[src/rtl/pc_seq_stack.sv]
// pc_seq_stack: program sequencer with programmable branch-target LUT, return stack and start/done/fault handshake
module pc_seq_stack #(
    parameter int PC_W      = 8,
    parameter int LUT_AW    = 2,
    parameter int STK_DEPTH = 4,
    parameter int SP_W      = $clog2(STK_DEPTH + 1)
) (
    input  logic              clk,
    input  logic              reset,
    input  logic              start,
    input  logic              stall,
    input  logic              br_rel,
    input  logic              br_abs,
    input  logic              call,
    input  logic              ret,
    input  logic              halt,
    input  logic [LUT_AW-1:0] sel,
    input  logic              z,
    input  logic              lut_we,
    input  logic [LUT_AW-1:0] lut_waddr,
    input  logic [PC_W-1:0]   lut_wdata,
    output logic [PC_W-1:0]   PC,
    output logic              running,
    output logic              done,
    output logic              err,
    output logic [SP_W-1:0]   sp_lvl
);
    localparam int SA_W = STK_DEPTH > 1 ? $clog2(STK_DEPTH) : 1;
    typedef enum logic [1:0] {IDLE, RUN, DONE, FAULT} state_t;
    state_t state, state_n;
    logic [PC_W-1:0] lut [2**LUT_AW];
    logic [PC_W-1:0] stk [STK_DEPTH];
    logic [SP_W-1:0] sp, sp_n;
    logic [PC_W-1:0] pc_n, pc_inc, tgt;
    logic push;
    assign pc_inc = PC + 1'b1;
    assign tgt    = lut[sel];
    assign sp_lvl = sp;
    always_ff @(posedge clk or negedge reset) begin
        if (!reset) begin
            state <= IDLE;
            PC    <= '0;
            sp    <= '0;
            for (int i = 0; i < 2**LUT_AW; i++) lut[i] <= '0;
            for (int i = 0; i < STK_DEPTH; i++) stk[i] <= '0;
        end else begin
            state <= state_n;
            PC    <= pc_n;
            sp    <= sp_n;
            if (lut_we) lut[lut_waddr] <= lut_wdata;
            if (push) stk[SA_W'(sp)] <= pc_inc;
        end
    end
    always_comb begin
        state_n = state;
        pc_n    = PC;
        sp_n    = sp;
        push    = 1'b0;
        if (state != RUN) begin
            if (start) begin
                state_n = RUN;
                pc_n    = '0;
                sp_n    = '0;
            end
        end else if (!stall) begin
            if (halt) begin
                state_n = DONE;
            end else if (ret) begin
                if (sp == '0) begin
                    state_n = FAULT;
                end else begin
                    pc_n = stk[SA_W'(sp - 1'b1)];
                    sp_n = sp - 1'b1;
                end
            end else if (call) begin
                if (sp == SP_W'(STK_DEPTH)) begin
                    state_n = FAULT;
                end else begin
                    push = 1'b1;
                    pc_n = tgt;
                    sp_n = sp + 1'b1;
                end
            end else if (br_abs) begin
                pc_n = z ? tgt : pc_inc;
            end else if (br_rel) begin
                pc_n = z ? PC + tgt : pc_inc;
            end else begin
                pc_n = pc_inc;
            end
        end
    end
    always_comb begin
        running = state == RUN;
        done    = state == DONE || state == FAULT;
        err     = state == FAULT;
    end
endmodule

[config.mk]
export PLATFORM = sky130hd
export DESIGN_NAME = pc_seq_stack
export DESIGN_NICKNAME = d
export VERILOG_FILES = /design/src/rtl/pc_seq_stack.sv
export SDC_FILE = /design/constraint.sdc
export NUM_CORES = 1
export LEC_CHECK = 0
export CORE_MARGIN = 2
export CORE_UTILIZATION = 55
export CTS_CLUSTER_DIAMETER = 60
export DETAILED_ROUTE_END_ITERATION = 12
export PLACE_DENSITY = 0.81
export SKIP_CTS_REPAIR_TIMING = 1
export SYNTH_ARGS = -nofsm -noshare
export SYNTH_HDL_FRONTEND = slang
export SYNTH_SLANG_ARGS = --single-unit
[constraint.sdc]
create_clock -name clk -period 3 [get_ports clk]
set_clock_uncertainty 0.2 [all_clocks]
set_input_delay 0.45 -clock clk [delete_from_list [all_inputs] [get_ports clk]]
set_output_delay 0.45 -clock clk [all_outputs]
set_load 0.005 [all_outputs]
# After elaboration in Yosys (flattened, before gate mapping)
# Index checks and enable logic that the tools add are counted.
totals:
  regBits: 77
  wordCells: 93
classes:
  add_sub_neg: 4
  order_cmp: 6
  eq_ne: 12
  muxes: 46
  n_bitwise: 4
  n_reduce_logical: 10
ops:
  columns: ["op", "n"]
  rows:
  - ["$mux W8", 18]
  - ["$bwmux W32", 2]
  - ["$bmux W8 S2", 2]
  - ["$demux W8 S2", 2]
  - ["$mux W3", 8]
  - ["$mux W2", 8]
  - ["$ge A3 B3 Y1 const B", 4]
  - ["$not A2 Y3", 4]
  - ["$reduce_and A5 Y1", 2]
  - ["$add A8 B1 Y8 const B", 1]
  - ["$add A8 B8 Y8", 1]
  - ["$reduce_bool A4 Y1", 2]
  - ["$lt A3 B1 Y1 const B", 2]
  - ["$mux W1", 6]
  - ["$ne A2 B1 Y1 const B", 3]
  - ["$ne A3 B3 Y1 const B", 2]
  - ["$reduce_and A6 Y1", 1]
  - ["$eq A2 B2 Y1 const B", 2]
  - ["$ne A4 B1 Y1 const B", 1]
  - ["$ne A4 B4 Y1 const B", 1]
  - ["$add A3 B1 Y3 const B", 1]
  - ["$eq A3 B3 Y1 const B", 1]
  - ["$logic_not A3 Y1", 1]
  - ["$reduce_bool A3 Y1", 1]
  - ["other kinds (5)", 6]

# Longest topological paths before layout
# Gate-level depths: netlist of the first run.
logic_depth:
  word_depth: 13
  mapped_depth: 10

# Worst setup path before layout of the first run
# OpenSTA, ideal clock, no wires.
synth_timing:
  path_kind: "in2reg"
  startpoint: "input sel[0]"
  endpoint: "register PC[7]"
  setup_time_ns: 0.121
  t_arrival_ns: 2.600
  required_time_ns: 2.679
  slack_ns: 0.079
  path_stages: 9
  path_buffers: 1
  cell_sequence: "buf_4 -> mux4_2 -> ha_1 -> a21o_1 -> a21o_1 -> a221oi_1 -> xnor2_1 -> nand4_1 -> a22o_1"
synth_via:
  elab_chain_cells: 13
  word_cells_on_any_way: 15
  cone_classes: "1 x add/sub; 13 x mux; 1 x bitwise"
synth_rtl:
  columns: ["item", "line_no", "source"]
  rows:
  - ["start, declared", "17", "input logic [LUT_AW-1:0] sel,"]
  - ["$not A2 Y3 (implied by the code) *", "37", "assign tgt = lut[sel];"]
  - ["$bmux W8 S2 *", "37", null]
  - ["$mux W8 (implied by the code) * (2 in series)", "37", null]
  - ["$add A8 B8 Y8", "86", "pc_n = z ? PC + tgt : pc_inc;"]
  - ["$mux W8", "86", null]
  - ["$mux W8", "85", "end else if (br_rel) begin"]
  - ["$mux W8", "83", "end else if (br_abs) begin"]
  - ["$mux W8 *", "75", "end else if (call) begin"]
  - ["$mux W8 *", "68", "end else if (ret) begin"]
  - ["$mux W8 *", "66", "if (halt) begin"]
  - ["$mux W8 *", "65", "end else if (!stall) begin"]
  - ["$mux W8 *", "59", "if (state != RUN) begin"]
  - ["end signal, assigned", "48", "PC <= pc_n;"]
  - ["end, declared", "22", "output logic [PC_W-1:0] PC,"]
# Every way passes the cells marked *; elsewhere a longest branch is shown, timed or not. The select of a mux whose other input is x is not followed.
# A chain may end at the register's enable or synchronous reset.

# Worst setup path after layout of the first run
layout_timing:
  startpoint: "input sel[1]"
  endpoint: "register PC[6]"
# Same word-level chain as after synthesis.

==> results.ini, run 1 <==
[place]
io_buffers = 36
place_area_um2 = 4730
gp_congestion = 0.955
dp.cells = 510
dpl.hpwl_um = 7120
pre_cts_slack_ps = -511

[floorplan]
die-height_um = 90.3
initial_core_util_pct = 56.7
die_x_um = 90.3
rows = 31
dieArea_um2 = 8150
io_pins = 37
coreArea_um2 = 7210

[yosys]
yosys_warnings = 0
yosysSeqAreaShare_pct = 47.1
synth_nets = 399
synthCells = 362
synth_edf_count = 0
async_reset_ff_share_pct = 100
synth.distinct_cells = 50
synth_area_um2 = 4090
synth-seq-cells = 77
synth-main-ff-cell = dfrtp_1
synth_area_per_cell_um2 = 11.3

[worst_setup_path]
worstSetupPathType = primary input to flop
timing.rr.start = lut[4]
startpoint = sel[1]
critPathArrivalTime_ps = 2910
crit_required_ps = 3040
cp-end-kind = flop
startpoint_type = primary input
r2r_cells = 7
worstPathMaxFanout = 4

[clock_network]
cts_tree = done
cts_sinks = 77
clk_pin_slew_ps = 100
htree_levels = 3
clockRootBuffer = clkbuf_8
cts_buffer_depth = 2
clock_latency_ps = 360
numCtsBuffers = 9

[drt]
vias = 3157
drt_iter0_markers = 279
via_per_inst = 6.00
wl_per_cell_um = 19.0
drt_pass1_iterations = 5
drc_errors = 0
wl_um = 9970
drtAntennaViolNets = 0

[final_layout]
diodes = 0
area_growth_pct = 22.9
most-common-layout-cells = dfrtp_1 (77), nand2_1 (46), o21ai_0 (45), mux2_2 (37), clkdlybuf4s50_1 (34)
fillCellCount = 538
layout_commonest_cell = dfrtp_1
fin_nets = 459
drive_gt1_share_pct = 27.4
design_area_um2 = 5030
fin_cells = 526
fin_util_pct = 69.7

[pwr]
powerDensity_nw_per_um2 = 746
p_sw_share_pct = 35.5
comb_power_share_pct = 38.0
cellLeakagePower_nw = 2.18
pwr-share-clk_pct = 22.7
p_sw_mw = 1.33
p_int_mw = 2.42
ir_drop_mv = 0.367
pwr-share-seq_pct = 39.3
finalPower_mw = 3.75

[timing]
finalSetupTns_ps = 0
finalCritPeriodShare_pct = 95.6
period_needed_ps = 2870
hold_ws_ps = 31.8
fin_ws_ps = 132
slew_headroom_pct = 35.1
rsz0062_at_grt = false
setup-violations-final = 0
worst_slew_pin_slew_ps = 973
fmax_ghz = 0.349
drv_slew = 0
hold_violations = 0

[global_route]
grtUsageTotal_pct = 25.8
grt_pass1_wl_um = 16400
grt_antenna_before_repair = 0
grt_max_degree = 78
gr-total-overflow = 0
grt_pass1_vias = 3272

[min_path]
hp-class = primary input to async pin

[run_status]
status = complete, no violations

[job]
max_cap_viol_count = 0

[per-layer routing]
metal	vias to the layer above	GRT usage, %	wire length (um)	share of wire (%)
met5	-	0	0	0
met4	0	9.87	328	3.3
met3	27	5.59	572	5.7
met2	132	43.7	4980	50
met1	1544	32.5	4090	41
li1	1454	-	-	-
[synthesized netlist by cell type, types with 2 or more instances]
library cell	n	share of area, %
o21ai_0	47	5.7
clkbuf_1	10	0.92
nor2_1	8	0.73
nor2_2	2	0.31
buf_2	4	0.49
ha_1	13	4.0
dfrtp_1	77	47
mux2_2	37	10
and3_1	4	0.61
nor2b_1	2	0.31
a22o_1	3	0.64
xnor2_1	5	1.1
o21ai_1	2	0.24
a31oi_1	2	0.31
a21o_1	5	0.92
a311oi_1	3	0.64
nand2_1	46	4.2
a21oi_1	10	1.2
mux4_2	16	8.8
nand2b_1	2	0.31
inv_1	9	0.83
nand3b_1	4	0.73
o22ai_1	3	0.46
a211oi_1	2	0.37
nand3_1	9	1.1
nor3_1	4	0.49
o221ai_1	4	0.86
xor2_1	7	1.5
[power groups by stage]
stage | Clock, mW | Sequential [mW] | Combinational [mW]
detailed placement | 0 | 1.48 | 1.34
finish | 0.852 | 1.48 | 1.42
CTS | 0.861 | 1.46 | 1.35
floorplan | 0 | 1.42 | 0.829
global route | 0.912 | 1.50 | 1.54
global placement | 0 | 1.47 | 1.31
[flip-flops by register name, indices dropped and copies added, names as in the netlist]
register and cells:
state 2, lut 32, stk 32, PC 8, sp_lvl 3
[final cells by class]
class	count	area, um^2	share of cell area (%)
clock buffers	9	124	2.46
clock inverters	7	86.3	1.72
inverters	9	33.8	0.672
multi-input cells	261	2150	42.8
flip-flops and latches	77	1930	38.3
well taps	99	124	2.46
repair buffers	64	583	11.6
[worst paths after layout]
kind | slack [ps] | end
worst max register to register | 350 | PC[6]
worst max-delay path | 130 | PC[6]
max in group asynchronous | 1930 | lut[21]
min in group clk | 290 | stk[6]
worst min-delay path | 30 | stk[19]
worst min register to register | 290 | stk[6]
[logic make-up (layout without fill, tap and decap cells)]
| family | after synthesis | after routing | share of synthesized area, % |
|---|---|---|---|
| compound gates | 91 | 91 | 13.5 |
| simple gates | 90 | 90 | 10.7 |
| flops | 77 | 77 | 47.1 |
| mux | 54 | 54 | 19.2 |
| buf+inv | 24 | 89 | 2.42 |
| fa+ha+maj | 14 | 14 | 4.46 |
| xor+xnor | 12 | 12 | 2.57 |
[worst max-delay path: stages]
cell             delay, ps
clkdlybuf4s50_1        530
buf_4                  160
mux4_2                 320
ha_1                   320
buf_4                  130
and3_4                 180
or3b_2                 450
a311oi_2               270
o21ai_1                 80
Note: power is estimated with default switching activity, not from simulation.
==> run 2: changes to the inputs <==
==> constraint.sdc (replaced) <==
create_clock -name clk -period 3 [get_ports clk]
set_clock_uncertainty 0.2 [all_clocks]
set_input_delay 0.6 -clock clk [delete_from_list [all_inputs] [get_ports clk]]
set_output_delay 0.6 -clock clk [all_outputs]
set_load 0.005 [all_outputs]
==> run 2 against run 1 <==
Clock power shrank 8.6%. Total power shrank 2.8%. Combinational power is essentially flat. Sequential share of layout area is essentially flat. Cell count grew 2.1%. Clock-buffer cell count grew 2. Sequential cell count is the same. Highest routed layer unchanged. Routed wire length shrank 0.83%.
==> results.ini, run 2 (same netlist as run 1, synthesis figures left out) <==
[run_status]
status = complete, no violations

[global_route]
grt_pass1_wl_um = 16800  ; +2.6%
grt_max_degree = 78  ; unchanged
grt_pass1_vias = 3394  ; +3.7%
grt_antenna_before_repair = 0  ; unchanged
gr-total-overflow = 0  ; unchanged
grtUsageTotal_pct = 26.1  ; +0.37 points

[drt]
drtAntennaViolNets = 0  ; unchanged
drt_iter0_markers = 334  ; +20%
met1Wirelength_um = 4030  ; -1.5%
drc_errors = 0  ; unchanged
routed-wl-met2_um = 4990  ; +0.26%
vias = 3246  ; +2.8%
met3_length_um = 609  ; +6.5%
via_per_inst = 6.04  ; +0.71%
wl_um = 9890  ; -0.83%
topRoutingLayerUsed = met4
drt_pass1_iterations = 5  ; unchanged
wl_per_cell_um = 18.4  ; -2.9%

[timing]
fin_ws_ps = 173  ; +41.2 ps
slew_headroom_pct = 37.3  ; +2.1 points
setup-violations-final = 0  ; unchanged
drv_slew = 0  ; unchanged
fmax_ghz = 0.354  ; +1.5%
hold_violations = 0  ; unchanged
worst_slew_pin_slew_ps = 941  ; -31.7 ps
finalCritPeriodShare_pct = 94.2  ; -1.4 points
finalSetupTns_ps = 0  ; unchanged
rsz0062_at_grt = false
period_needed_ps = 2830  ; -41.2 ps

[final_layout]
fillCellCount = 540  ; +0.37%
multi_input_area_um2 = 2100  ; -2.4%
area_growth_pct = 22.8  ; about the same
diodes = 0  ; unchanged
reg.largest.list = lut x32, stk x32, PC x8
fin_nets = 470  ; +2.4%
most-common-layout-cells = dfrtp_1 (77), o21ai_0 (47), nand2_1 (46), buf_4 (40), mux2_2 (37)
register_area_um2 = 1930  ; unchanged
drive_gt1_share_pct = 28.1  ; +0.68 points
layout_commonest_cell = dfrtp_1

[pwr]
powerDensity_nw_per_um2 = 726  ; -2.7%
cellLeakagePower_nw = 2.22  ; +1.8%
pwr-share-clk_pct = 21.4  ; -1.3 points
p_sw_share_pct = 35.2  ; -0.37 points
p_sw_mw = 1.28  ; -3.8%
comb_power_share_pct = 38.9  ; +0.9 points
ir_drop_mv = 0.314  ; -14%
p_int_mw = 2.36  ; -2.3%
pwr-share-seq_pct = 39.8  ; +0.5 points

[worst_setup_path]
crit_required_ps = 3050  ; about the same
worstSetupPathType = primary input to flop
startpoint_type = primary input
worstPathMaxFanout = 4  ; unchanged
critPathArrivalTime_ps = 2870  ; -40 ps
cp-end-kind = flop

[place]
dpl.hpwl_um = 7240  ; +1.7%
gp_congestion = 1.00  ; +4.7%
io_buffers = 36  ; unchanged
pre_cts_slack_ps = -758  ; -247 ps

[floorplan]
io_pins = 37  ; unchanged
initial_core_util_pct = 56.7  ; unchanged
rows = 31  ; unchanged
coreArea_um2 = 7210  ; unchanged
die_x_um = 90.3  ; unchanged
dieArea_um2 = 8150  ; unchanged
die-height_um = 90.3  ; unchanged

[clock_network]
cts_sinks = 77  ; unchanged
cts_buffer_depth = 2  ; unchanged
clock_latency_ps = 370  ; about the same
clk_pin_slew_ps = 90  ; about the same
cts_tree = done
clockRootBuffer = clkbuf_8
htree_levels = 3  ; unchanged
numCtsBuffers = 9  ; unchanged

[job]
max_cap_viol_count = 0  ; unchanged

[min_path]
hp-class = primary input to async pin

==> run 2: cell count changes in the layout (fill, tap and decap cells not counted), sizes merged <==
cell,delta
inv,-2
clkbuf,+3
clkdlybuf4s50,-1
clkinvlp,-1
bufinv,-1
buf,+11
clkinv,+2
==> run 2: layer usage <==
metal,global-route usage (%),up-vias
li1,-,1479
met1,33.0,1590
met2,44.5,154
met3,4.51,23
met4,11.3,0
met5,0,-
==> run 2: path summary, 6_finish.rpt <==
| check | startpoint | end | slack [ps] | cells after the start |
|---|---|---|---|---|
| min in group clk | stk[19] | stk[19] | 280 | 2 |
| min | reset | stk[8] | 160 | 1 |
| max | sel[0] | PC[6] | 170 | 9 |
| max reg2reg | lut[5] | PC[6] | 260 | 9 |
| min reg2reg | stk[19] | stk[19] | 280 | 2 |
| max in group asynchronous | reset | lut[8] | 1830 | 1 |
==> run 2: stage by stage <==
step	std cells	hold WS, ps	area [um^2]	power [mW]	util, %
3_5_place_dp	521	264	4820	2.85	66.8
4_1_cts	537	214	5010	3.62	69.4
3_3_place_gp	521	257	4820	2.80	66.8
2_1_floorplan	362	104	4110	2.26	-
5_1_grt	537	267	5020	3.86	69.6
6_report	537	155	5020	3.65	69.6
==> run 2: critical path: stages <==
cell and delay, ps:
clkbuf_2 150, buf_4 130, mux4_2 550, ha_4 300
buf_4 110, and3_1 190, or3b_2 450, a311oi_1 290
o21ai_0 100
==> run 2: area by class of cell <==
type                            instances  share of cell area (%)
Clock buffer                           11                    3.01
Inverter                                9                   0.673
Sequential cell                        77                    38.4
Clock inverter                          5                   0.797
Multi-Input combinational cell        261                    41.8
Tap cell                               99                    2.47
Timing Repair Buffer                   75                    12.9
==> run 2: power by group through the flow <==
stage,Combinational [mW],Clock (mW),Sequential [mW]
finish,1.42,0.779,1.45
global route,1.55,0.833,1.48
CTS,1.40,0.775,1.44
detailed placement,1.39,0,1.47
global placement,1.35,0,1.45
floorplan,0.843,0,1.42
==> run 3: changes to the inputs <==
CORE_UTILIZATION = 58   (was 55)
PLACE_DENSITY = 0.8   (was 0.81)
SETUP_SLACK_MARGIN = 0.1   (was unset)
==> run 3 against run 2 <==
Sequential cell count unchanged. Combinational power down 4%. Cell area down 0.32%. Hold slack better by 19 ps. First-iteration DRC count up 6.9%. Routed wire length down 0.27%. Largest cell class unchanged. Via count up 0.28%. Die area down 4.9%. Clock power up 13%.
==> results.ini, run 3 (same netlist as run 1, synthesis figures left out) <==
[drt]
drc_errors = 0  ; unchanged
drt_pass1_iterations = 5  ; unchanged
via_per_inst = 6.22  ; +3.0%
vias = 3255  ; +0.28%
wl_um = 9860  ; -0.27%
drtAntennaViolNets = 0  ; unchanged
wl_per_cell_um = 18.9  ; +2.4%
drt_iter0_markers = 357  ; +6.9%

[global_route]
grt_pass1_wl_um = 15500  ; -7.7%
grtUsageTotal_pct = 27.0  ; +0.89 points
grt_max_degree = 78  ; unchanged
grt_pass1_vias = 3091  ; -8.9%
grt_antenna_before_repair = 0  ; unchanged
gr-total-overflow = 0  ; unchanged

[final_layout]
drive_gt1_share_pct = 26.2  ; -1.9 points
area_growth_pct = 22.4
fillCellCount = 487  ; -9.8%
most-common-layout-cells = dfrtp_1 (77), nand2_1 (46), o21ai_0 (45), mux2_2 (37), clkdlybuf4s50_1 (33)
fin_util_pct = 73.7  ; +4.1 points
fin_nets = 459  ; -2.3%
design_area_um2 = 5010  ; -0.32%
diodes = 0  ; unchanged
layout_commonest_cell = dfrtp_1
reg.largest.list = lut x32, stk x32, PC x8

[clock_network]
numCtsBuffers = 9  ; unchanged
htree_levels = 3  ; unchanged
clockRootBuffer = clkbuf_8
cts_sinks = 77  ; unchanged
clock_latency_ps = 360  ; about the same
clk_pin_slew_ps = 90  ; about the same
cts_buffer_depth = 2  ; unchanged
cts_tree = done

[place]
io_buffers = 36  ; unchanged
dpl.hpwl_um = 7030  ; -2.9%
gp_congestion = 1.00  ; +0.36%
place_area_um2 = 4750  ; -1.4%

[timing]
period_needed_ps = 2820  ; -11.2 ps
rsz0062_at_grt = false
hold_ws_ps = 174  ; +19.3 ps
hold_violations = 0  ; unchanged
worst_slew_pin_slew_ps = 977  ; +36.0 ps
finalCritPeriodShare_pct = 93.9  ; -0.37 points
slew_headroom_pct = 34.9  ; -2.4 points
setup-violations-final = 0  ; unchanged
drv_slew = 0  ; unchanged
fmax_ghz = 0.355  ; +0.40%

[worst_setup_path]
worstSetupPathType = primary input to flop
crit_required_ps = 3050  ; about the same
startpoint_type = primary input
critPathArrivalTime_ps = 2860  ; about the same
critPathSlowestCell = mux4_2
worstPathMaxFanout = 8  ; +4
cp-end-kind = flop
crit_chain = clkbuf_2 > buf_12 > mux4_2 > ha_1 > o21ai_0 > nor2_1 > a221oi_2 > xnor2_1 > nand4_1 > a22o_1
max_stage_delay_ps = 530  ; -20 ps

[floorplan]
io_pins = 37  ; unchanged
coreArea_um2 = 6790  ; -5.8%
dieArea_um2 = 7740  ; -4.9%
die-height_um = 88.0  ; -2.5%
die_x_um = 88.0  ; -2.5%
initial_core_util_pct = 60.2  ; +3.5 points
rows = 30  ; -3.2%

[pwr]
ir_drop_mv = 0.427  ; +36%
powerDensity_nw_per_um2 = 746  ; +2.8%
cellLeakagePower_nw = 2.18  ; -1.6%
finalPower_mw = 3.74  ; +2.5%

[min_path]
hp-class = primary input to async pin

[run_status]
status = complete, no violations

[job]
max_cap_viol_count = 0  ; unchanged

-- run 3: critical path: cells and delay by family --
family	cells	cell delay, ps
buf+inv	2	240
simple gates	2	230
mux	1	530
xor+xnor	1	150
compound gates	3	780
fa+ha+maj	1	330
-- run 3: metrics by stage --
stage	setup WS [ps]	setup TNS, ps	instances
floorplan	100	0	362
global placement	-493	-2940	505
global route	31.0	0	523
finish	184	0	523
detailed placement	-581	-3460	505
CTS	-201	-791	521
-- run 3: report_power, final --
group          switching, mW  internal, mW  leakage, nW
Clock                  0.403         0.476        0.111
Sequential             0.213          1.27        0.988
Combinational          0.652         0.722         1.08
-- run 3: path summary, 6_finish.rpt --
kind	slack, ps	depth (start not counted)	end	from
max in group asynchronous	1770	1	lut[6]	reset
min in group clk	280	2	stk[27]	stk[27]
min	170	1	stk[31]	reset
max reg2reg	320	8	PC[7]	lut[2]
min reg2reg	280	2	stk[27]	stk[27]
max	180	10	PC[7]	sel[0]
-- run 3: area by class of cell --
class,instances,area [um^2],share of cell area (%)
Sequential cell,77,1930,38.5
Tap cell,96,120,2.40
Clock buffer,10,128,2.55
Inverter,9,33.8,0.675
Multi-Input combinational cell,261,2120,42.4
Timing Repair Buffer,64,582,11.6
Clock inverter,6,95.1,1.90
-- run 3: metal layers --
| layer | routed length (um) | global-route usage, % | share of wire (%) | vias up |
|---|---|---|---|---|
| met5 | 0 | 0 | 0 | - |
| met4 | 382 | 11.7 | 3.9 | 0 |
| met3 | 622 | 5.37 | 6.3 | 32 |
| met2 | 4830 | 45.5 | 49 | 160 |
| met1 | 4030 | 34.1 | 41 | 1609 |
| li1 | - | - | - | 1454 |
